==> src/rtl/pattern_detector_param.sv <==
// Programmable streaming pattern detector: PAT_LEN-symbol pattern with per-bit wildcard masks,
// overlapping or non-overlapping matching, sticky request/ack output, match counter and overrun.
module pattern_detector_param #(
  parameter int unsigned DATA_W  = 8,
  parameter int unsigned PAT_LEN = 4,
  parameter int unsigned CNT_W   = 16,
  parameter int unsigned IDX_W   = $clog2(PAT_LEN)
) (
  input  logic              clk,
  input  logic              reset_sync,
  input  logic              enable,
  input  logic              data_valid,
  input  logic [DATA_W-1:0] data,
  input  logic              overlap,
  input  logic              cfg_we,
  input  logic [IDX_W-1:0]  cfg_idx,
  input  logic [DATA_W-1:0] cfg_data,
  input  logic [DATA_W-1:0] cfg_mask,
  input  logic              ack,
  input  logic              clr_stat,
  output logic              found_pattern,
  output logic [CNT_W-1:0]  match_cnt,
  output logic              overrun
);

  localparam int unsigned      FillW    = $clog2(PAT_LEN + 1);
  localparam logic [FillW-1:0] FillFull = FillW'(PAT_LEN);

  logic [DATA_W-1:0] pat_q  [PAT_LEN];
  logic [DATA_W-1:0] pat_d  [PAT_LEN];
  logic [DATA_W-1:0] mask_q [PAT_LEN];
  logic [DATA_W-1:0] mask_d [PAT_LEN];
  logic [DATA_W-1:0] hist_q [PAT_LEN];
  logic [DATA_W-1:0] hist_d [PAT_LEN];
  logic [DATA_W-1:0] window [PAT_LEN];

  logic [FillW-1:0] fill_q, fill_d, fill_inc;
  logic             found_q, found_d;
  logic [CNT_W-1:0] cnt_q, cnt_d;
  logic             overrun_q, overrun_d;

  logic accept;
  logic cfg_hit;
  logic win_eq;
  logic match;

  assign accept  = enable & data_valid;
  assign cfg_hit = cfg_we & (32'(cfg_idx) < PAT_LEN);

  // Window as it will look once the incoming symbol has been shifted in; index 0 is oldest.
  always_comb begin
    for (int i = 0; i < int'(PAT_LEN) - 1; i++) begin
      window[i] = hist_q[i+1];
    end
    window[PAT_LEN-1] = data;
  end

  always_comb begin
    win_eq = 1'b1;
    for (int i = 0; i < int'(PAT_LEN); i++) begin
      if (((window[i] ^ pat_q[i]) & mask_q[i]) != '0) begin
        win_eq = 1'b0;
      end
    end
  end

  assign fill_inc = (fill_q == FillFull) ? FillFull : fill_q + FillW'(1);

  // A config write discards any coincident symbol, so it also suppresses matching.
  assign match = accept & ~cfg_hit & (fill_inc == FillFull) & win_eq;

  always_comb begin
    pat_d  = pat_q;
    mask_d = mask_q;
    hist_d = hist_q;
    fill_d = fill_q;
    if (cfg_hit) begin
      pat_d[cfg_idx]  = cfg_data;
      mask_d[cfg_idx] = cfg_mask;
      fill_d          = '0;
    end else if (accept) begin
      hist_d = window;
      fill_d = (match && !overlap) ? '0 : fill_inc;
    end
  end

  always_comb begin
    found_d   = match | (found_q & ~ack);
    overrun_d = overrun_q | (match & found_q & ~ack);
    cnt_d     = cnt_q;
    if (match && !(&cnt_q)) begin
      cnt_d = cnt_q + CNT_W'(1);
    end
    if (clr_stat) begin
      overrun_d = 1'b0;
      cnt_d     = '0;
    end
  end

  always_ff @(posedge clk or negedge reset_sync) begin
    if (!reset_sync) begin
      pat_q     <= '{default: '0};
      mask_q    <= '{default: '0};
      hist_q    <= '{default: '0};
      fill_q    <= '0;
      found_q   <= 1'b0;
      cnt_q     <= '0;
      overrun_q <= 1'b0;
    end else begin
      pat_q     <= pat_d;
      mask_q    <= mask_d;
      hist_q    <= hist_d;
      fill_q    <= fill_d;
      found_q   <= found_d;
      cnt_q     <= cnt_d;
      overrun_q <= overrun_d;
    end
  end

  assign found_pattern = found_q;
  assign match_cnt     = cnt_q;
  assign overrun       = overrun_q;

endmodule

==> config.mk <==
export PLATFORM = sky130hd
export DESIGN_NAME = pattern_detector_param
export DESIGN_NICKNAME = d
export VERILOG_FILES = /design/src/rtl/pattern_detector_param.sv
export SDC_FILE = /design/constraint.sdc
export NUM_CORES = 1
export LEC_CHECK = 0
export ABC_AREA = 1
export CORE_UTILIZATION = 57
export CTS_CLUSTER_SIZE = 14
export DETAILED_ROUTE_END_ITERATION = 6
export HOLD_SLACK_MARGIN = 0.03
export PLACE_DENSITY = 0.8
export SETUP_SLACK_MARGIN = 0.4
export SYNTH_ARGS = -nofsm -noshare
export SYNTH_HDL_FRONTEND = slang
export SYNTH_SLANG_ARGS = --single-unit
==> constraint.sdc <==
create_clock -name clk -period 2.3 [get_ports clk]
set_input_delay 0.23 -clock clk [delete_from_list [all_inputs] [get_ports clk]]
set_output_delay 0.23 -clock clk [all_outputs]
set_load 0.005 [all_outputs]
==> reports/results.ini, run 1 <==
[run_status]
status = finished, final reports clean

[sta]
clock_skew_ns = 0.0115
slew_viol_final = 0
hold_violations = 0
period_needed_ns = 1.97
setup_viol = 0
max_freq_ghz = 0.508
setup_slack_ns = 0.331
rsz0062_at_grt = true
worst_slew_pin_slew_ns = 0.501
tns_ns = 0
timing.final.crit_share_pct = 85.6
relSlewSlack_pct = 66.3

[critical_path]
endpoint_kind = register
reg2regPathDepth = 13
crit_chain = inv_2 > ha_4 > nand2_4 > a21oi_2 > nand2_1 > nor2_2 > nand2_2 > nor2_4 > nand3_4 > nor2_4 > clkbuf_16 > nand3_2 > nand2_1
critPathRequiredTime_ns = 2.61
path_delay_family = simple AND/OR/NAND/NOR gates
critical_path_class = reg -> reg
r2r-start = fill_q[1]$_DFFE_PN0P_
r2r_end = match_cnt[5]$_DFFE_PN0P_
worstPathMaxFanout = 8
slowest_delay_ns = 0.40
crit_path_start_kind = register
arrival_ns = 2.27
critPathBufInv = 2
cpMaxStageDelayCell = dfrtp_1
r2r_slack_ns = 0.33

[synthesis]
synthMuxAreaShare_pct = 0
synth_top_family_by_area = simple AND/OR/NAND/NOR gates
synth_compound_area_share_pct = 9.28
synth_fa_ha_area_share_pct = 0.723
avgSynthCellArea_um2 = 7.86
synth_xor_area_share_pct = 1.86
ys_ff_latch = 109
syn_area_um2 = 5190
syn_inst = 661
synth-simple-area-share_pct = 26.7
synth-seq-area-share_pct = 52.5
synth_warnings = 0
syn_nets = 698
yosysUniqueCellTypes = 26

[global_route]
met2_usage_pct = 42.5
grt_max_degree = 54
met3_usage_pct = 4.60
grtUsageTotal_pct = 25.1
use_met1_pct = 33.3
grt_overflow = 0
busiest_layer = met2
grt_pass1_vias = 4339
grt_pass1_wl_mm = 19.2
antenna_found_initial = 0

[pwr]
pwr_density_cell_nw_per_um2 = 688
ir_worst_vdd_mv = 0.387
p_leak_uw = 0.00311

[drt]
postRouteAntennaNets = 0
drc = 0
routed-via-count = 4414
viasPerCell = 5.31
wl_mm = 11.3
drt_iter0_markers = 208
wl_per_cell_um = 13.6
dr.pass1.iters = 5

[final_layout]
num-fill-cells = 697
seq_area_um2 = 2730
antennaDiodeCount = 0
drive_gt1_share_pct = 8.01
final_cell_mix = nand2_1 (195), dfrtp_1 (108), inv_1 (97), o21ai_0 (92), nand3_1 (68)
multiInputGateArea_um2 = 2080
mostFrequentLayoutCell = nand2_1
nNetsFinal = 756
areaGrowthSynthToFinish_pct = 19.6

[floorplan]
io_pins = 52
die_area_um2 = 9500
die-width_um = 97.4
core-area_um2 = 8760
std_cell_rows = 34
start_util_pct = 59.3
die_h_um = 97.4

[place]
port_buffers = 51
preCtsSetupSlack_ns = 0.151
globalplace.congestion = 0.820
hpwl_mm = 7.77

[clock_network]
cts_buffer_depth = 2
clk_pin_slew_ns = 0.10
clock_latency_ns = 0.37
cts_sinks = 109
cts_buffers = 9
root_buffer = clkbuf_8
cts_tree = done
h-tree-depth = 3

[run]
maxCapViolations = 0

[worst_hold_path]
hp-class = in -> async

[synthesized netlist by cell type, drive strengths merged]
library cell	n	area (um^2)
nand2	197	739
dfrtp	109	2730
inv	99	372
o21ai	92	460
nand3	77	395
nor2	28	130
clkbuf	15	56.3
xor2	9	78.8
nand4	7	50.1
buf	6	33.8
or2	6	37.5
nor3	5	25.0
a21oi	3	15.0
ha	3	37.5
xnor2	2	17.5
clkinv	1	3.75
nor4	1	6.26
o22ai	1	6.26
[logic make-up (layout without fill, tap and decap cells)]
| logic type | Yosys count | count (layout) |
|---|---|---|
| buf+inv | 121 | 184 |
| xor+xnor | 11 | 11 |
| fa+ha+maj | 3 | 3 |
| compound gates | 96 | 96 |
| flops | 109 | 109 |
| simple gates | 321 | 321 |
[sequential cells by signal, summed over array words and instances, names as in the netlist]
| signal | flops |
|---|---|
| fill_q | 3 |
| found_pattern | 1 |
| hist_q | 24 |
| mask_q | 32 |
| match_cnt | 16 |
| overrun | 1 |
| pat_q | 32 |
[per-layer routing]
layer	part of all wire [%]	wire (um)
met1	45	5080
met3	4.8	542
met5	0	0
met4	1.1	127
met2	49	5560
[area by class of cell]
cell class	count	area share [%]
Sequential cell	109	43.9
Multi-Input combinational cell	431	33.5
Timing Repair Buffer	68	11.0
Inverter	100	6.04
Clock buffer	11	2.28
Tap cell	108	2.18
Clock inverter	5	1.09
[worst register-to-register path, cell delays in order, from the launching register on]
cell	delay (ns)
dfrtp_1	0.40
inv_2	0.08
ha_4	0.15
nand2_4	0.05
a21oi_2	0.13
nand2_1	0.07
nor2_2	0.15
nand2_2	0.09
nor2_4	0.19
nand3_4	0.10
nor2_4	0.17
clkbuf_16	0.19
nand3_2	0.06
nand2_1	0.08
[report_power, final]
| part | leakage [uW] | total (uW) | switching, uW | internal, uW |
|---|---|---|---|---|
| clock | 0.0000996 | 1220 | 667 | 550 |
| sequential | 0.00138 | 2350 | 177 | 2170 |
| combinational | 0.00163 | 703 | 419 | 284 |
| total | 0.00311 | 4270 | 1260 | 3010 |
[per-stage QoR]
stage / utilization, % / power [uW] / hold WS [ns] / instances / cell area [um^2]
after global routing: 70.9 / 4510 / 0.336 / 832 / 6210
final: 70.9 / 4270 / 0.320 / 832 / 6210
after detailed placement: 66.5 / 3070 / 0.181 / 808 / 5830
after CTS: 69.6 / 4280 / 0.326 / 828 / 6100
after floorplan: - / 2800 / -0.0656 / 661 / 5190
after global placement: 66.5 / 3010 / 0.177 / 808 / 5830
[how the worst max path moves through the flow]
stage,end,slack [ns],from,cells after the start
6_report,match_cnt[5]$_DFFE_PN0P_,0.33,fill_q[1]$_DFFE_PN0P_,13
5_1_grt,match_cnt[5]$_DFFE_PN0P_,0.23,fill_q[1]$_DFFE_PN0P_,13
3_3_place_gp,match_cnt[11]$_DFFE_PN0P_,0.22,enable,10
2_1_floorplan,match_cnt[10]$_DFFE_PN0P_,0.58,fill_q[0]$_DFFE_PN0P_,12
3_5_place_dp,match_cnt[8]$_DFFE_PN0P_,0.15,enable,10
4_1_cts,match_cnt[0]$_DFFE_PN0P_,0.40,match_cnt[0]$_DFFE_PN0P_,11
[what timing repair did]
item                                   4_1_cts  5_1_grt
endpoints found under the hold margin       27        0
setup endpoints to repair                   16       17
pin swaps                                    2       13
cloned                                       0        1
hold buffers                                 1        0
gates resized for setup                      6       14
setup buffers                                3        3
Power figures use the tool's default switching activity.
==> run 2: changes to the inputs <==
Settings changed: CORE_ASPECT_RATIO from default to 0.6, CORE_UTILIZATION 57 to 30, PLACE_DENSITY 0.8 to default.
==> run 2 against run 1 <==
Critical path depth stayed put. Power is 8.6% higher. Hold slack better by 0.034 ns. Combinational power is 1% lower. Maximum frequency is 2.2% higher. Flip-flop and latch count stayed put. Largest cell class unchanged. Critical endpoint is now match_cnt[3]$_DFFE_PN0P_. Highest routed layer unchanged. Clock-buffer cell count is 1 lower. Sequential power hardly changed. Wire length is 6.5% higher. Via count is 5.4% lower. First-iteration DRC count is 20% higher.
==> reports/results.ini, run 2 (synthesis gave the netlist of run 1 again) <==
[run_status]
status = finished, final reports clean  ; unchanged

[sta]
slew_viol_final = 0  ; unchanged
relSlewSlack_pct = 40.3  ; was 66.3%
hold_violations = 0  ; unchanged
period_needed_ns = 1.93  ; was 1.97 ns
tns_ns = 0  ; unchanged
setup_viol = 0  ; unchanged
worst_slew_pin_slew_ns = 0.895  ; was 0.501 ns
clock_skew_ns = 0.00852  ; was 0.0115 ns
max_freq_ghz = 0.519  ; was 0.508 GHz
rsz0062_at_grt = true  ; unchanged
timing.final.crit_share_pct = 83.8  ; was 85.6%

[global_route]
antenna_found_initial = 0  ; unchanged
grt_overflow = 0  ; unchanged
grt_max_degree = 59  ; was 54
grt_pass1_wl_mm = 20.1  ; was 19.2 mm
grt_pass1_vias = 3798  ; was 4339
grtUsageTotal_pct = 14.5  ; was 25.1%

[final_layout]
drive_gt1_share_pct = 7.03  ; was 8.01%
final_cell_mix = nand2_1 (196), dfrtp_1 (109), inv_1 (97), o21ai_0 (92), nand3_1 (74)  ; was nand2_1 (195), dfrtp_1 (108), inv_1 (97), o21ai_0 (92), nand3_1 (68)
antennaDiodeCount = 0  ; unchanged
seq_area_um2 = 2730  ; about the same
mostFrequentLayoutCell = nand2_1  ; unchanged
num-fill-cells = 1736  ; was 697
multiInputGateArea_um2 = 2030  ; was 2080 um^2
fin_util_pct = 38.8  ; was 70.9%
nNetsFinal = 757  ; was 756
top_regs = mask_q: 32 flops, pat_q: 32 flops, hist_q: 24 flops  ; unchanged
areaGrowthSynthToFinish_pct = 23.8  ; was 19.6%

[clock_network]
clock_latency_ns = 0.35  ; was 0.37 ns
cts_buffer_depth = 2  ; unchanged
cts_tree = done  ; unchanged
h-tree-depth = 3  ; unchanged
cts_buffers = 9  ; unchanged
clk_pin_slew_ns = 0.07  ; was 0.10 ns
cts_sinks = 109  ; unchanged
root_buffer = clkbuf_16  ; was clkbuf_8

[pwr]
p_sw_share_pct = 28.3  ; was 29.6%
switching_power_uw = 1310  ; was 1260 uW
p_leak_uw = 0.00316  ; was 0.00311 uW
p_comb_share_pct = 15.0  ; was 16.5%
power_frac_seq_pct = 50.6  ; was 55.1%
ir_worst_vdd_mv = 0.317  ; was 0.387 mV
pwr_density_cell_nw_per_um2 = 722  ; was 688 nW/um^2
p_clk_share_pct = 34.4  ; was 28.5%
intPower_uw = 3330  ; was 3010 uW

[floorplan]
core-area_um2 = 16600  ; was 8760 um^2
die_area_um2 = 17900  ; was 9500 um^2
io_pins = 52  ; unchanged
std_cell_rows = 36  ; was 34
start_util_pct = 31.3  ; was 59.3%
die_h_um = 104  ; was 97.4 um
die-width_um = 172  ; was 97.4 um

[critical_path]
r2r_slack_ns = 0.37  ; was 0.33 ns
r2r-start = fill_q[0]$_DFFE_PN0P_  ; was fill_q[1]$_DFFE_PN0P_
critical_path_class = reg -> reg  ; unchanged
arrival_ns = 2.21  ; was 2.27 ns
critPathRequiredTime_ns = 2.58  ; was 2.61 ns
cp-startpoint = fill_q[0]$_DFFE_PN0P_  ; was fill_q[1]$_DFFE_PN0P_
crit_path_start_kind = register  ; unchanged
worstPathMaxFanout = 8  ; unchanged
endpoint_kind = register  ; unchanged

[drt]
wl_mm = 12.0  ; was 11.3 mm
wl_per_cell_um = 12.6  ; was 13.6 um
drt_iter0_markers = 250  ; was 208
postRouteAntennaNets = 0  ; unchanged
dr.pass1.iters = 5  ; unchanged
routed-via-count = 4177  ; was 4414
drc = 0  ; unchanged
viasPerCell = 4.38  ; was 5.31

[run]
maxCapViolations = 0  ; unchanged

[worst_hold_path]
hp-class = in -> async  ; unchanged

[place]
hpwl_mm = 8.54  ; was 7.77 mm
globalplace.congestion = 0.849  ; was 0.820
port_buffers = 51  ; unchanged

==> run 2: changes by cell type in the layout (fill, tap and decap cells not counted), sizes merged <==
cell      delta
clkbuf       -1
clkinv       +1
clkinvlp     -1
buf          +1
inv          +1
==> run 2: worst max-delay path: stages, from the launching register on <==
cell and delay (ns):
dfrtp_1 0.39, inv_2 0.08, ha_4 0.14, nand2_2 0.06, a21oi_2 0.14, nand2_1 0.06
nor2_1 0.09, nand2_1 0.10, nor2_4 0.15, nand3_2 0.11, nor2_4 0.18, clkbuf_16 0.19
nand3_1 0.06, nand2_1 0.10
==> run 2: worst paths after layout <==
check	end	depth (start not counted)
setup / recovery	match_cnt[3]$_DFFE_PN0P_	13
hold / removal	fill_q[0]$_DFFE_PN0P_	2
setup reg to reg	match_cnt[3]$_DFFE_PN0P_	13
hold reg to reg	mask_q[28]$_DFFE_PN0P_	2
max in group asynchronous	match_cnt[4]$_DFFE_PN0P_	3
min in group clk	overrun$_DFF_PN0_	2
==> run 2: cell type report <==
type	count	area share [%]
multi-input combinational	431	31.6
sequential	109	42.4
timing repair buffer	69	10.9
clock buffer	10	3.56
clock inverter	6	1.19
inverter	100	5.90
tap	228	4.44
==> run 2: repair_timing <==
action | CTS | global route
endpoints found under the setup margin | 16 | 19
gates resized for setup | 3 | 10
endpoints found under the hold margin | 29 | 0
pin swaps | 2 | 7
gates cloned | 0 | 1
hold buffers | 1 | 0
buffers inserted | 2 | 4
==> run 2: per-stage QoR <==
stage	std cells	hold WS, ns	total power, uW	setup slack (ns)	area (um^2)
5_1_grt	953	0.387	4940	0.256	6430
4_1_cts	948	0.363	4700	0.403	6330
3_5_place_dp	929	0.200	3070	0.0917	5980
6_report	953	0.355	4640	0.373	6430
3_3_place_gp	929	0.199	3050	0.140	5980
2_1_floorplan	661	-0.0656	2800	0.577	5190
==> run 2: metal layers <==
metal / track usage [%] / share of wire, % / vias to the layer above
met3: 3.12 / 3.9 / 9
met5: 0 / 0 / -
met4: 2.84 / 0.69 / 0
met2: 17.6 / 36 / 69
li1: - / - / 2203
met1: 24.9 / 59 / 1896
==> run 2: power by group through the flow <==
stage               Sequential (uW)  Combinational, uW  Clock (uW)
floorplan                      2340                455           0
global placement               2380                675           0
detailed placement             2380                690           0
CTS                            2350                693        1660
global route                   2380                828        1730
finish                         2350                694        1600
